### src/rtl/cpu_pkg.sv
// Shared writeback request type, special register numbers and age helper
// for the register-file write path.
package cpu_pkg;
  localparam int unsigned PW      = 3;
  localparam int unsigned DW      = 8;
  localparam int unsigned REG_PAR = 6;
  localparam int unsigned REG_OUT = 7;
  localparam int unsigned SEQ_MAX = 5;

  typedef struct packed {
    logic [PW-1:0] addr;
    logic [DW-1:0] data;
  } wb_req_t;

  // True when tag a was issued before tag b; compares modulo 2**w.
  function automatic logic age_older(input logic [SEQ_MAX-1:0] a,
                                     input logic [SEQ_MAX-1:0] b,
                                     input int unsigned        w);
    logic [SEQ_MAX-1:0] diff;
    diff = (a - b) >> (w - 1);
    return diff[0];
  endfunction
endpackage

### src/rtl/wb_fifo.sv
// Small writeback queue: DEPTH entries of {wb_req_t, seq}, oldest-first,
// with per-slot occupancy so queued destinations can be reported as a mask.
module wb_fifo
  import cpu_pkg::*;
#(
  parameter int unsigned DEPTH = 2,
  parameter int unsigned SEQW  = 4
) (
  input  logic             clk,
  input  logic             rst_n,
  input  logic             push,
  input  wb_req_t          push_req,
  input  logic [SEQW-1:0]  push_seq,
  output logic             ready,
  input  logic             pop,
  output logic             valid,
  output wb_req_t          head_req,
  output logic [SEQW-1:0]  head_seq,
  output logic [2**PW-1:0] mask
);
  localparam int unsigned PTRW = (DEPTH > 1) ? $clog2(DEPTH) : 1;
  localparam int unsigned CNTW = $clog2(DEPTH + 1);

  wb_req_t          req_q [DEPTH];
  logic [SEQW-1:0]  seq_q [DEPTH];
  logic [DEPTH-1:0] occ;
  logic [PTRW-1:0]  wr_ptr;
  logic [PTRW-1:0]  rd_ptr;
  logic [CNTW-1:0]  count;
  logic             do_push;
  logic             do_pop;

  function automatic logic [PTRW-1:0] bump(input logic [PTRW-1:0] p);
    return (p == PTRW'(DEPTH - 1)) ? '0 : p + PTRW'(1);
  endfunction

  assign ready    = (count != CNTW'(DEPTH));
  assign valid    = (count != '0);
  assign do_push  = push && ready;
  assign do_pop   = pop && valid;
  assign head_req = req_q[rd_ptr];
  assign head_seq = seq_q[rd_ptr];

  // Pointers and occupancy; payload storage is flushed logically via occ/count.
  always_ff @(posedge clk or negedge rst_n) begin
    if (!rst_n) begin
      wr_ptr <= '0;
      rd_ptr <= '0;
      count  <= '0;
      occ    <= '0;
    end else begin
      if (do_push) begin
        wr_ptr      <= bump(wr_ptr);
        occ[wr_ptr] <= 1'b1;
      end
      if (do_pop) begin
        rd_ptr      <= bump(rd_ptr);
        occ[rd_ptr] <= 1'b0;
      end
      count <= count + CNTW'(do_push) - CNTW'(do_pop);
    end
  end

  always_ff @(posedge clk) begin
    if (do_push) begin
      req_q[wr_ptr] <= push_req;
      seq_q[wr_ptr] <= push_seq;
    end
  end

  always_comb begin
    mask = '0;
    for (int unsigned i = 0; i < DEPTH; i++) begin
      if (occ[i]) mask[req_q[i].addr] = 1'b1;
    end
  end
endmodule

### src/rtl/wb_arbiter.sv
// Merges ALU and load-return writebacks onto the single reg_file write port,
// draining oldest-first by arrival tag and exporting a pending-write mask.
module wb_arbiter
  import cpu_pkg::*;
#(
  parameter int unsigned pw    = PW,
  parameter int unsigned DEPTH = 2
) (
  input  logic             clk,
  input  logic             rst_n,
  input  logic             a_valid,
  output logic             a_ready,
  input  logic [pw-1:0]    a_addr,
  input  logic [7:0]       a_data,
  input  logic             m_valid,
  output logic             m_ready,
  input  logic [pw-1:0]    m_addr,
  input  logic [7:0]       m_data,
  output logic             wr_en,
  output logic [pw-1:0]    wr_addr,
  output logic [7:0]       dat_out,
  output logic [2**pw-1:0] pend_mask,
  output logic             out_wr,
  output logic             par_drop
);
  localparam int unsigned SEQW = $clog2(2 * DEPTH) + 2;

  logic [SEQW-1:0]  seq;
  logic [SEQW-1:0]  a_seq;
  logic [SEQW-1:0]  a_hseq;
  logic [SEQW-1:0]  m_hseq;
  wb_req_t          a_req;
  wb_req_t          m_req;
  wb_req_t          a_head;
  wb_req_t          m_head;
  wb_req_t          g_req;
  logic             a_acc;
  logic             m_acc;
  logic             a_push;
  logic             m_push;
  logic             a_hv;
  logic             m_hv;
  logic             gnt_a;
  logic             gnt_m;
  logic [2**pw-1:0] a_mask;
  logic [2**pw-1:0] m_mask;
  logic [2**pw-1:0] wr_mask;

  assign a_req  = '{addr: a_addr, data: a_data};
  assign m_req  = '{addr: m_addr, data: m_data};
  assign a_acc  = a_valid && a_ready;
  assign m_acc  = m_valid && m_ready;
  assign a_push = a_acc && (a_addr != pw'(REG_PAR));
  assign m_push = m_acc && (m_addr != pw'(REG_PAR));
  // Same-cycle arrivals: the load is treated as older.
  assign a_seq  = m_push ? seq + SEQW'(1) : seq;

  wb_fifo #(.DEPTH(DEPTH), .SEQW(SEQW)) u_fifo_a (
    .clk      (clk),
    .rst_n    (rst_n),
    .push     (a_push),
    .push_req (a_req),
    .push_seq (a_seq),
    .ready    (a_ready),
    .pop      (gnt_a),
    .valid    (a_hv),
    .head_req (a_head),
    .head_seq (a_hseq),
    .mask     (a_mask)
  );

  wb_fifo #(.DEPTH(DEPTH), .SEQW(SEQW)) u_fifo_m (
    .clk      (clk),
    .rst_n    (rst_n),
    .push     (m_push),
    .push_req (m_req),
    .push_seq (seq),
    .ready    (m_ready),
    .pop      (gnt_m),
    .valid    (m_hv),
    .head_req (m_head),
    .head_seq (m_hseq),
    .mask     (m_mask)
  );

  // Oldest-first grant between the two queue heads.
  always_comb begin
    gnt_a = 1'b0;
    gnt_m = 1'b0;
    if (a_hv && m_hv) begin
      if (age_older(SEQ_MAX'(a_hseq), SEQ_MAX'(m_hseq), SEQW)) gnt_a = 1'b1;
      else                                                      gnt_m = 1'b1;
    end else begin
      gnt_a = a_hv;
      gnt_m = m_hv;
    end
  end

  assign g_req = gnt_a ? a_head : m_head;

  always_ff @(posedge clk or negedge rst_n) begin
    if (!rst_n) begin
      seq      <= '0;
      wr_en    <= 1'b0;
      wr_addr  <= '0;
      dat_out  <= '0;
      out_wr   <= 1'b0;
      par_drop <= 1'b0;
    end else begin
      seq      <= seq + SEQW'(a_push) + SEQW'(m_push);
      wr_en    <= gnt_a || gnt_m;
      out_wr   <= (gnt_a || gnt_m) && (g_req.addr == pw'(REG_OUT));
      par_drop <= (a_acc && (a_addr == pw'(REG_PAR))) ||
                  (m_acc && (m_addr == pw'(REG_PAR)));
      if (gnt_a || gnt_m) begin
        wr_addr <= g_req.addr;
        dat_out <= g_req.data;
      end
    end
  end

  always_comb begin
    wr_mask = '0;
    if (wr_en) wr_mask[wr_addr] = 1'b1;
  end

  assign pend_mask = a_mask | m_mask | wr_mask;
endmodule
### config.mk
export PLATFORM = sky130hd
export DESIGN_NAME = wb_arbiter
export DESIGN_NICKNAME = d
export VERILOG_FILES = /design/src/rtl/cpu_pkg.sv /design/src/rtl/wb_fifo.sv /design/src/rtl/wb_arbiter.sv
export SDC_FILE = /design/constraint.sdc
export NUM_CORES = 1
export LEC_CHECK = 0
export CORE_MARGIN = 8
export CORE_UTILIZATION = 45
export CTS_CLUSTER_SIZE = 40
export DETAILED_ROUTE_END_ITERATION = 12
export PLACE_DENSITY = 0.76
export REMOVE_ABC_BUFFERS = 1
export SYNTH_ARGS = -nofsm -noshare
export SYNTH_HDL_FRONTEND = slang
export SYNTH_SLANG_ARGS = --single-unit
### constraint.sdc
create_clock -name clk -period 10 [get_ports clk]
set_clock_uncertainty 0.05 [all_clocks]
set_input_delay 3 -clock clk [delete_from_list [all_inputs] [get_ports clk]]
set_output_delay 3 -clock clk [all_outputs]
set_load 0.05 [all_outputs]
# ---- Yosys cells after proc, flatten, opt, wreduce, memory -nomap -nowiden
# Memories as Yosys holds them, arrays and structs flattened.
# Index checks and enable logic that the tools add are counted.
dict set report word_totals {
  register_bits 30
  latch_bits 0
  ramBits 60
  romBits 0
  input_bits 26
  wordCells 131
  n_memories 4
}
# memory words width rd rd_ports_with_merged_regs wr line_no
set memory_table {}
lappend memory_table {u_fifo_a.req_q 2 11 3 0 1 wb_fifo.sv:24} ;# wb_req_t req_q [DEPTH];
lappend memory_table {u_fifo_m.req_q 2 11 3 0 1 wb_fifo.sv:24}
lappend memory_table {u_fifo_a.seq_q 2 4 1 0 1 wb_fifo.sv:25} ;# logic [SEQW-1:0] seq_q [DEPTH];
lappend memory_table {u_fifo_m.seq_q 2 4 1 0 1 wb_fifo.sv:25}
dict set report classes {
  add_sub_neg 12
  multipliers 0
  n_div 0
  magnitude_cmp 18
  eq_ne 7
  shifts 0
  muxes 41
  n_bitwise 10
  reduce_logical 25
}
# operator count
set op_table {}
lappend op_table {{$mux 8} 5}
lappend op_table {{$or 8x8->8} 4}
lappend op_table {{$logic_and 1x1->1} 21}
lappend op_table {{$mux 1} 21}
lappend op_table {{$lt 3x4->1 const B} 5}
lappend op_table {{$demux 1 s3} 5}
lappend op_table {{$ge 3x1->1 const B} 5}
lappend op_table {{$mux 11} 1}
lappend op_table {{$eq 3x3->1 const B} 3}
lappend op_table {{$add 4x1->4} 2}
lappend op_table {{$lt 1x2->1 const B} 4}
lappend op_table {{$mux 2} 4}
lappend op_table {{$ne 3x3->1 const B} 2}
lappend op_table {{$add 1x1->1 const B} 4}
lappend op_table {{$add 2x1->2} 2}
lappend op_table {{$add 4x1->4 const B} 1}
lappend op_table {{$and 2x2->2} 2}
lappend op_table {{$demux 1 s1} 4}
lappend op_table {{$ge 1x1->1 const B} 4}
lappend op_table {{$mux 4} 1}
lappend op_table {{$ne 2x2->1 const B} 2}
lappend op_table {{$not 2->2} 2}
lappend op_table {{$or 2x2->2} 2}
lappend op_table {{$reduce_bool 2->1} 2}
lappend op_table {{other kinds (3)} 5}

# ---- Depth between registers and ports, before layout
# Gate-level depths: netlist (run 1).
dict set report logic_depth {
  word_depth 9
  mapped_depth 12
  depth_no_buf 10
}

# ---- By module
# A second synthesis (run 1) with hierarchy kept.
dict set report unflattened {
  hier_cells 300
  area_unflattened_um2 4194.0
}
# mod n_inst cells_each area_each_um2 seq_area_each_um2
set modules_own_cells {}
lappend modules_own_cells {{wb_fifo at u_fifo_m} 1 88 1514.0 1051.0}
lappend modules_own_cells {{wb_fifo at u_fifo_a} 1 88 1478.9 1051.0}
lappend modules_own_cells {wb_arbiter 1 124 1201.2 450.4}

# ---- Least setup slack after synthesis (run 1)
# Ideal clock, no wire load.
dict set report synth_path {
  path_type {reg-to-output}
  start {memory u_fifo_a.req_q[0][10] (netlist bit)}
  end {output pend_mask[1]}
  t_arrival_ns 1.809
  required_ns 6.950
  setup_slack_ns 5.141
  path_stages_with_launch 4
  n_path_buf 0
  path_cell_list {edfxtp_1 -> nor2b_1 -> nand2_1 -> o21ai_0}
}
# item line_no
set synth_rtl {}
lappend synth_rtl {{start: declaration} wb_fifo.sv:24}
lappend synth_rtl {{end: declaration} wb_arbiter.sv:22} ;# output logic [2**pw-1:0] pend_mask,

==> out/qor.csv, run 1 <==
stage;metric;value;unit
clocking;clock-sinks;90;
sta;rsz0062_at_grt;false;
power_and_ir_drop;power.ir.vdd_worst;0.1323;mV
floorplanning;fp.dieH;113.1;um
detailed_routing;drtAntennaViolNets;0;
sta;final_period_demand_of_the_worst_path;5.480;ns
synthesis;yosysTopAreaCellShare;42.45;%
detailed_routing;starting_drt_drc_count;202;
placement;globalplace.congestion;0.8129;
power_and_ir_drop;p_comb_share;51.9;%
sta;finalWorstSetupSlack;4.520;ns
floorplanning;design.core.area;0.009196;sq mm
synthesis;synth_adder_area_share;2.535;%
synthesis;ys_seq_elements;90;
power_and_ir_drop;int_power;0.9954;mW
floorplanning;design.die.area;0.01280;sq mm
synthesis;synth-async-reset-ratio;33.33;%
detailed_routing;vias_per_cell;5.799;
layout;multiInputGateArea;0.001598;sq mm
power_and_ir_drop;leakage;1.865;nW
synthesis;synth_flop_cell;sky130_fd_sc_hd__edfxtp_1;
detailed_routing;final_routed_drc_violation_total;0;
floorplanning;num_rows;35;
global_route;global_route_wire_length_before_repair;15.73;mm
clocking;cts_root_buf;sky130_fd_sc_hd__clkbuf_8;
worst_setup_path;critPathKind;flop to output pin;
sta;worst_slew_pin_slew;0.9578;ns
sta;fmaxAchievable;182.5;MHz
power_and_ir_drop;p_switching;0.8255;mW
synthesis;syn_inst;329;
clocking;ctsHtreeMaxLevel;3;
clocking;clkTransAtPathRegs;0.08;ns
min_path;min_delay_path_depth;1;
placement;dpl.hpwl;6.754;mm
synthesis;synth-warning-count;0;
power_and_ir_drop;seqPwrFrac;35.9;%
worst_setup_path;r2r_cells;10;
placement;pre_cts_ws;4.750;ns
global_route;grt.overflow.total;0;
detailed_routing;route.vias.total;2859;
layout;antenna-diode-count;0;
power_and_ir_drop;power.density;364.5;mW/mm^2
sta;drv_slew;0;
clocking;max-clock-path-buffers;2;
sta;hold_viol_final;0;
clocking;postCtsHoldBufs;0;
global_route;grtUsageTotal;15.78;%
layout;ff_latch_area;0.002552;sq mm
placement;placement.cell_area;0.004821;sq mm
layout;flow.area_growth_from_synthesis;17.72;%
synthesis;synth_top_family_by_area;simple AND/OR/NAND/NOR gates;
clocking;cts_tree;yes;
global_route;grt_pass1_vias;2994;
worst_setup_path;critPathLaunchType;flop;
synthesis;synth-seq-area-share;60.14;%
floorplanning;ioPinCount;50;
synthesis;ys_types;57;
placement;post-place-cells;478;
synthesis;synthSimpleGateAreaFrac;13.33;%
worst_setup_path;timing.critical_path.fanout_max;7;
sta;timing.max_slew.rel_slack;36.03;%
worst_setup_path;rr_endpoint;u_fifo_m.count[1];
clocking;cts-buffers-inserted;9;
worst_setup_path;worst_r2r_start;u_fifo_a.rd_ptr;
layout;finalNonFillerCells;493;
min_path;holdPathEnd;u_fifo_a.wr_ptr;
power_and_ir_drop;clock_power_share;12.2;%
floorplanning;dieWidth;113.1;um
power_and_ir_drop;power_switching_share;45.34;%
synthesis;mappedNetlistArea;0.004244;sq mm
detailed_routing;postRouteWirelength;9.551;mm
sta;post-route-period-util;54.80;%
worst_setup_path;critPathRequiredTime;6.95;ns
clocking;cts_repair_resize_count;0;
min_path;min-delay-start;u_fifo_a.wr_ptr;
worst_setup_path;reg2reg_setup_slack;6.24;ns
detailed_routing;dr.pass1.iters;5;
synthesis;ys_top_cells_by_area;sky130_fd_sc_hd__edfxtp_1, sky130_fd_sc_hd__dfrtp_1, sky130_fd_sc_hd__mux2i_1, sky130_fd_sc_hd__ha_1, sky130_fd_sc_hd__nor2b_1;
detailed_routing;route.detailed.wl_per_inst;19.37;um
worst_setup_path;cp-end-kind;output pin;
min_path;holdCritPathClass;flop to flop;
floorplanning;initial_utilization;46.15;%
synthesis;xor_xnor_portion_of_the_synthesized_cell_area;2.270;%
synthesis;cell_type_with_the_largest_total_area_after_synthesis;sky130_fd_sc_hd__edfxtp_1;
synthesis;per_instance_average_area_after_synthesis;12.90;sq um
clocking;clk-insertion-delay-late;0.36;ns
worst_setup_path;worst-endpoint-arrival;2.43;ns
synthesis;compound_cell_area_share_of_the_yosys_netlist;11.88;%
sta;setup_total_negative_slack;0;ns
clocking;cts_setup_buffers;0;
job;max_cap_violations;0;
global_route;grt_max_degree;31;
layout;final_layout_size_suffix_gt1_share;10.99;%
synthesis;synth_edf_count;60;
placement;io_buffer_count;49;
sta;setup-violations-final;0;
layout;finalNetCount;412;
global_route;grt_antenna_before_repair;0;
layout;fillerInstances;771;
run_status;run_status;finished clean;
synthesis;yosys-mux-area-fraction;7.636;%
layout;postLayoutCellArea;0.004996;sq mm
## logic make-up after synthesis
group,Yosys count
adders and majority gates,8
AOI/OAI and AO/OA,67
xor gates and xnor gates,11
buffers and inverters,18
DFF,90
and+or+nand+nor,104
muxes,31
## cell type report
type                            count  area share (%)
Timing Repair Buffer               53           10.42
Clock inverter                      6           1.027
Clock buffer                        9           2.479
Multi-Input combinational cell    221           31.98
Sequential cell                    90           51.09
Inverter                            3          0.2254
Tap cell                          111           2.780
## registers in the layout (all words and copies together), names as in the netlist
signal and count:
dat_out 8, out_wr 1, par_drop 1, seq 4
u_fifo_a.count 2, u_fifo_a.occ 2, u_fifo_a.rd_ptr 1, u_fifo_a.req_q 22
u_fifo_a.seq_q 8, u_fifo_a.wr_ptr 1, u_fifo_m.count 2, u_fifo_m.occ 2
u_fifo_m.rd_ptr 1, u_fifo_m.req_q 22, u_fifo_m.seq_q 8, u_fifo_m.wr_ptr 1
wr_addr 3, wr_en 1
## Yosys cell counts, types with 6 or more instances
cell                       count
sky130_fd_sc_hd__a21oi_1      11
sky130_fd_sc_hd__a22oi_1       6
sky130_fd_sc_hd__and3_1        6
sky130_fd_sc_hd__clkbuf_1     10
sky130_fd_sc_hd__dfrtp_1      30
sky130_fd_sc_hd__edfxtp_1     60
sky130_fd_sc_hd__ha_1          7
sky130_fd_sc_hd__mux2i_1      25
sky130_fd_sc_hd__nand2_1      21
sky130_fd_sc_hd__nand3_1      15
sky130_fd_sc_hd__nand4_1       9
sky130_fd_sc_hd__nor2_1       16
sky130_fd_sc_hd__nor2b_1      13
sky130_fd_sc_hd__o21ai_0      12
sky130_fd_sc_hd__o221a_2       7
sky130_fd_sc_hd__xnor2_1       6
## routing by layer
metal	vias up	part of all wire [%]	track usage, %
met4	0	1.2	8.259
met3	7	5.0	3.301
met2	82	49	24.72
li1	1352	-	-
met1	1418	45	20.19
met5	-	0	0
## cells in the final DEF, fill, tap and decap left out, types with 4 or more instances in the layout
cell / n
sky130_fd_sc_hd__mux2_2: 4
sky130_fd_sc_hd__xnor2_1: 6
sky130_fd_sc_hd__nor2_1: 16
sky130_fd_sc_hd__nor3_1: 5
sky130_fd_sc_hd__nand3_1: 15
sky130_fd_sc_hd__clkdlybuf4s50_1: 49
sky130_fd_sc_hd__buf_4: 4
sky130_fd_sc_hd__nand4_1: 9
sky130_fd_sc_hd__clkbuf_8: 9
sky130_fd_sc_hd__ha_1: 7
sky130_fd_sc_hd__nand2_1: 21
sky130_fd_sc_hd__nor2b_1: 13
sky130_fd_sc_hd__edfxtp_1: 60
sky130_fd_sc_hd__o21ai_0: 12
sky130_fd_sc_hd__dfrtp_1: 30
sky130_fd_sc_hd__o221a_2: 7
sky130_fd_sc_hd__nand3b_1: 5
sky130_fd_sc_hd__and3_1: 6
sky130_fd_sc_hd__a21oi_1: 11
sky130_fd_sc_hd__mux2i_1: 25
sky130_fd_sc_hd__a22oi_1: 6
sky130_fd_sc_hd__xor2_1: 5
## metrics by stage
stage,hold WS [ns],power [mW],utilization (%)
floorplan,0.4055,1.308,-
global placement,0.4267,1.579,52.42
detailed placement,0.4310,1.599,52.42
CTS,0.4461,1.828,54.33
global route,0.4817,1.937,54.33
finish,0.4521,1.821,54.33
## power by group through the flow
stage | registers [mW] | logic (mW) | clock network, mW
final | 0.653 | 0.945 | 0.222
after global routing | 0.670 | 1.02 | 0.244
after CTS | 0.652 | 0.947 | 0.229
after detailed placement | 0.659 | 0.940 | 0
after global placement | 0.657 | 0.922 | 0
after floorplan | 0.730 | 0.578 | 0
## worst max-delay path by stage
stage                                from                   end  slack, ns  depth (start not counted)
floorplan           u_fifo_a.req_q[0][10]          pend_mask[1]       5.14                          3
global placement                a_addr[0]  u_fifo_a.req_q[0][1]       4.80                          5
detailed placement              a_addr[0]  u_fifo_a.req_q[0][5]       4.75                          5
CTS                 u_fifo_a.req_q[1][10]          pend_mask[1]       4.48                          5
global route        u_fifo_a.req_q[1][10]          pend_mask[1]       4.33                          5
finish              u_fifo_a.req_q[1][10]          pend_mask[1]       4.52                          5
## critical path, stage by stage, from the launching register on
cell and delay (ns):
sky130_fd_sc_hd__edfxtp_1 0.46, sky130_fd_sc_hd__nor2_1 0.09, sky130_fd_sc_hd__and3_1 0.19, sky130_fd_sc_hd__a2111oi_0 0.45, sky130_fd_sc_hd__o21ai_0 0.15, sky130_fd_sc_hd__clkdlybuf4s50_1 0.73
Note: power is estimated with default switching activity, not from simulation.
==> run 2: changes to the inputs <==
clock period = 5.1 ns   (was 10 ns; I/O delays follow)
==> out/qor.csv, run 2 (synthesized netlist as in run 1, its figures left out) <==
stage;metric;value;unit;change
floorplanning;ioPinCount;50;;unchanged
global_route;grt.overflow.total;0;;unchanged
layout;flow.area_growth_from_synthesis;19.07;%;
detailed_routing;final_routed_drc_violation_total;0;;unchanged
floorplanning;design.die.area;0.01280;sq mm;unchanged
detailed_routing;drtAntennaViolNets;0;;unchanged
layout;finalNetCount;413;;+0.24%
power_and_ir_drop;int_power;2.055;mW;+110%
power_and_ir_drop;seqPwrFrac;35.0;%;-0.9 points
worst_setup_path;worst_setup_path_startpoint;u_fifo_a.req_q[1][10];;
run_status;run_status;finished clean;;
clocking;max-clock-path-buffers;2;;unchanged
detailed_routing;postRouteWirelength;9.633;mm;+0.86%
power_and_ir_drop;totalPowerFinal;3.679;mW;+100%
sta;setup-violations-final;0;;unchanged
layout;layout_commonest_cell;sky130_fd_sc_hd__edfxtp_1;;
worst_setup_path;rr_endpoint;u_fifo_m.count[1];;
layout;reg_top3;u_fifo_a.req_q (22), u_fifo_m.req_q (22);;
worst_setup_path;worst_r2r_start;u_fifo_a.rd_ptr;;
worst_setup_path;timing.critical_path.to;pend_mask[1];;
sta;drv_slew;0;;unchanged
worst_setup_path;r2r_cells;10;;unchanged
detailed_routing;dr.pass1.iters;5;;unchanged
layout;antenna-diode-count;0;;unchanged
global_route;grtUsageTotal;15.21;%;-0.58 points
worst_setup_path;timing.critical_path.fanout_max;7;;unchanged
worst_setup_path;cp-end-kind;output pin;;
sta;fmaxAchievable;250.7;MHz;
clocking;clkTransAtPathRegs;0.09;ns;about the same
global_route;global_route_wire_length_before_repair;15.39;mm;-2.1%
sta;rsz0062_at_grt;false;;
floorplanning;fp.dieH;113.1;um;unchanged
placement;globalplace.congestion;0.8633;;+6.2%
floorplanning;dieWidth;113.1;um;unchanged
sta;hold_viol_final;0;;unchanged
clocking;cts-buffers-inserted;9;;unchanged
sta;finalWorstSetupSlack;1.111;ns;-3.409 ns
layout;final_layout_size_suffix_gt1_share;11.46;%;+0.46 points
worst_setup_path;worst-endpoint-arrival;2.41;ns;-0.02 ns
detailed_routing;route.vias.total;2906;;+1.6%
power_and_ir_drop;power.ir.vdd_worst;0.2668;mV;+100%
worst_setup_path;critPathRequiredTime;3.52;ns;-3.43 ns
placement;pre_cts_ws;1.400;ns;-3.350 ns
clocking;clk-insertion-delay-late;0.35;ns;about the same
clocking;clock-sinks;90;;unchanged
global_route;grt_pass1_vias;3029;;+1.2%
global_route;grt_antenna_before_repair;0;;unchanged
global_route;grt_max_degree;31;;unchanged
sta;worst_slew_pin_slew;0.9750;ns;+0.01724 ns
power_and_ir_drop;clock_power_share;14.5;%;+2.3 points
clocking;cts_repair_resize_count;0;;unchanged
worst_setup_path;reg2reg_setup_slack;1.39;ns;-4.85 ns
placement;io_buffer_count;49;;unchanged
sta;timing.max_slew.rel_slack;35.00;%;-1.0 points
placement;dpl.hpwl;6.835;mm;+1.2%
power_and_ir_drop;leakage;1.902;nW;+2.0%
floorplanning;design.core.area;0.009196;sq mm;unchanged
clocking;cts_setup_buffers;0;;unchanged
layout;commonest_non_fill_non_tap_cells_in_the_layout;sky130_fd_sc_hd__edfxtp_1, sky130_fd_sc_hd__clkdlybuf4s50_1, sky130_fd_sc_hd__dfrtp_1;;
detailed_routing;starting_drt_drc_count;184;;-8.9%
floorplanning;initial_utilization;46.15;%;unchanged
layout;postLayoutCellArea;0.005054;sq mm;+1.2%
power_and_ir_drop;power_switching_share;44.14;%;-1.2 points
sta;post-route-period-util;78.21;%;
worst_setup_path;critPathKind;flop to output pin;;
floorplanning;num_rows;35;;unchanged
placement;placement.cell_area;0.004828;sq mm;+0.16%
clocking;ctsHtreeMaxLevel;3;;unchanged
job;max_cap_violations;0;;unchanged
clocking;cts_root_buf;sky130_fd_sc_hd__clkbuf_8;;
clocking;postCtsHoldBufs;0;;unchanged
detailed_routing;route.detailed.wl_per_inst;19.46;um;+0.45%
power_and_ir_drop;power.density;728.0;mW/mm^2;+100%
sta;final_period_demand_of_the_worst_path;3.989;ns;
worst_setup_path;critPathLaunchType;flop;;
sta;setup_total_negative_slack;0;ns;unchanged
power_and_ir_drop;p_switching;1.624;mW;+97%
min_path;holdCritPathClass;flop to flop;;
power_and_ir_drop;p_comb_share;50.5;%;-1.4 points
detailed_routing;vias_per_cell;5.871;;+1.2%
clocking;cts_tree;yes;;
-- run 2: cell count changes in the layout (fill, tap and decap cells not counted), sizes merged --
cell and change:
buf +1, bufinv +2, clkinv +1, clkinvlp -2
-- run 2: stage by stage --
step	util [%]	std cells	hold WS [ns]
finish	54.95	495	0.4492
global route	54.95	495	0.4673
CTS	54.95	495	0.4491
detailed placement	52.50	479	0.4346
global placement	52.50	479	0.4185
floorplan	-	314	0.4055
-- run 2: power groups by stage --
stage          registers, mW  clock network, mW  logic [mW]
3_3_place_gp            1.29                  0        1.81
5_1_grt                 1.32              0.568        1.99
3_5_place_dp            1.30                  0        1.86
6_report                1.29              0.535        1.86
2_1_floorplan           1.43                  0        1.13
4_1_cts                 1.28              0.544        1.86
-- run 2: worst min-delay path by stage --
stage	start	endpoint	slack, ns	cells after the start
2_1_floorplan	u_fifo_a.wr_ptr	u_fifo_a.wr_ptr	0.41	1
3_3_place_gp	u_fifo_a.wr_ptr	u_fifo_a.wr_ptr	0.42	1
3_5_place_dp	u_fifo_a.wr_ptr	u_fifo_a.wr_ptr	0.43	1
4_1_cts	u_fifo_m.wr_ptr	u_fifo_m.wr_ptr	0.45	1
5_1_grt	u_fifo_a.wr_ptr	u_fifo_a.wr_ptr	0.47	1
6_report	u_fifo_m.wr_ptr	u_fifo_m.wr_ptr	0.45	1
-- run 2: per-layer routing --
metal  share of wire, %  vias up  GRT usage, %
met5                  0        -             0
met4                1.3        0         4.796
met3                5.4       11         3.248
met2                 50      105         25.36
met1                 44     1429         19.31
li1                   -     1361             -
-- run 2: worst max-delay path: stages (launching register included) --
cell and delay, ns:
sky130_fd_sc_hd__edfxtp_1 0.46, sky130_fd_sc_hd__nor2_1 0.09, sky130_fd_sc_hd__and3_1 0.18, sky130_fd_sc_hd__a2111oi_0 0.44
sky130_fd_sc_hd__o21ai_0 0.16, sky130_fd_sc_hd__clkdlybuf4s50_1 0.73
-- run 2: final cells by class --
| type | count | area (sq um) |
|---|---|---|
| Clock buffer | 9 | 123.9 |
| Inverter | 3 | 11.26 |
| Sequential cell | 90 | 2552 |
| Clock inverter | 7 | 101.3 |
| Timing Repair Buffer | 54 | 528.0 |
| Multi-Input combinational cell | 221 | 1598 |
| Fill cell | 777 | 4143 |
| Tap cell | 111 | 138.9 |
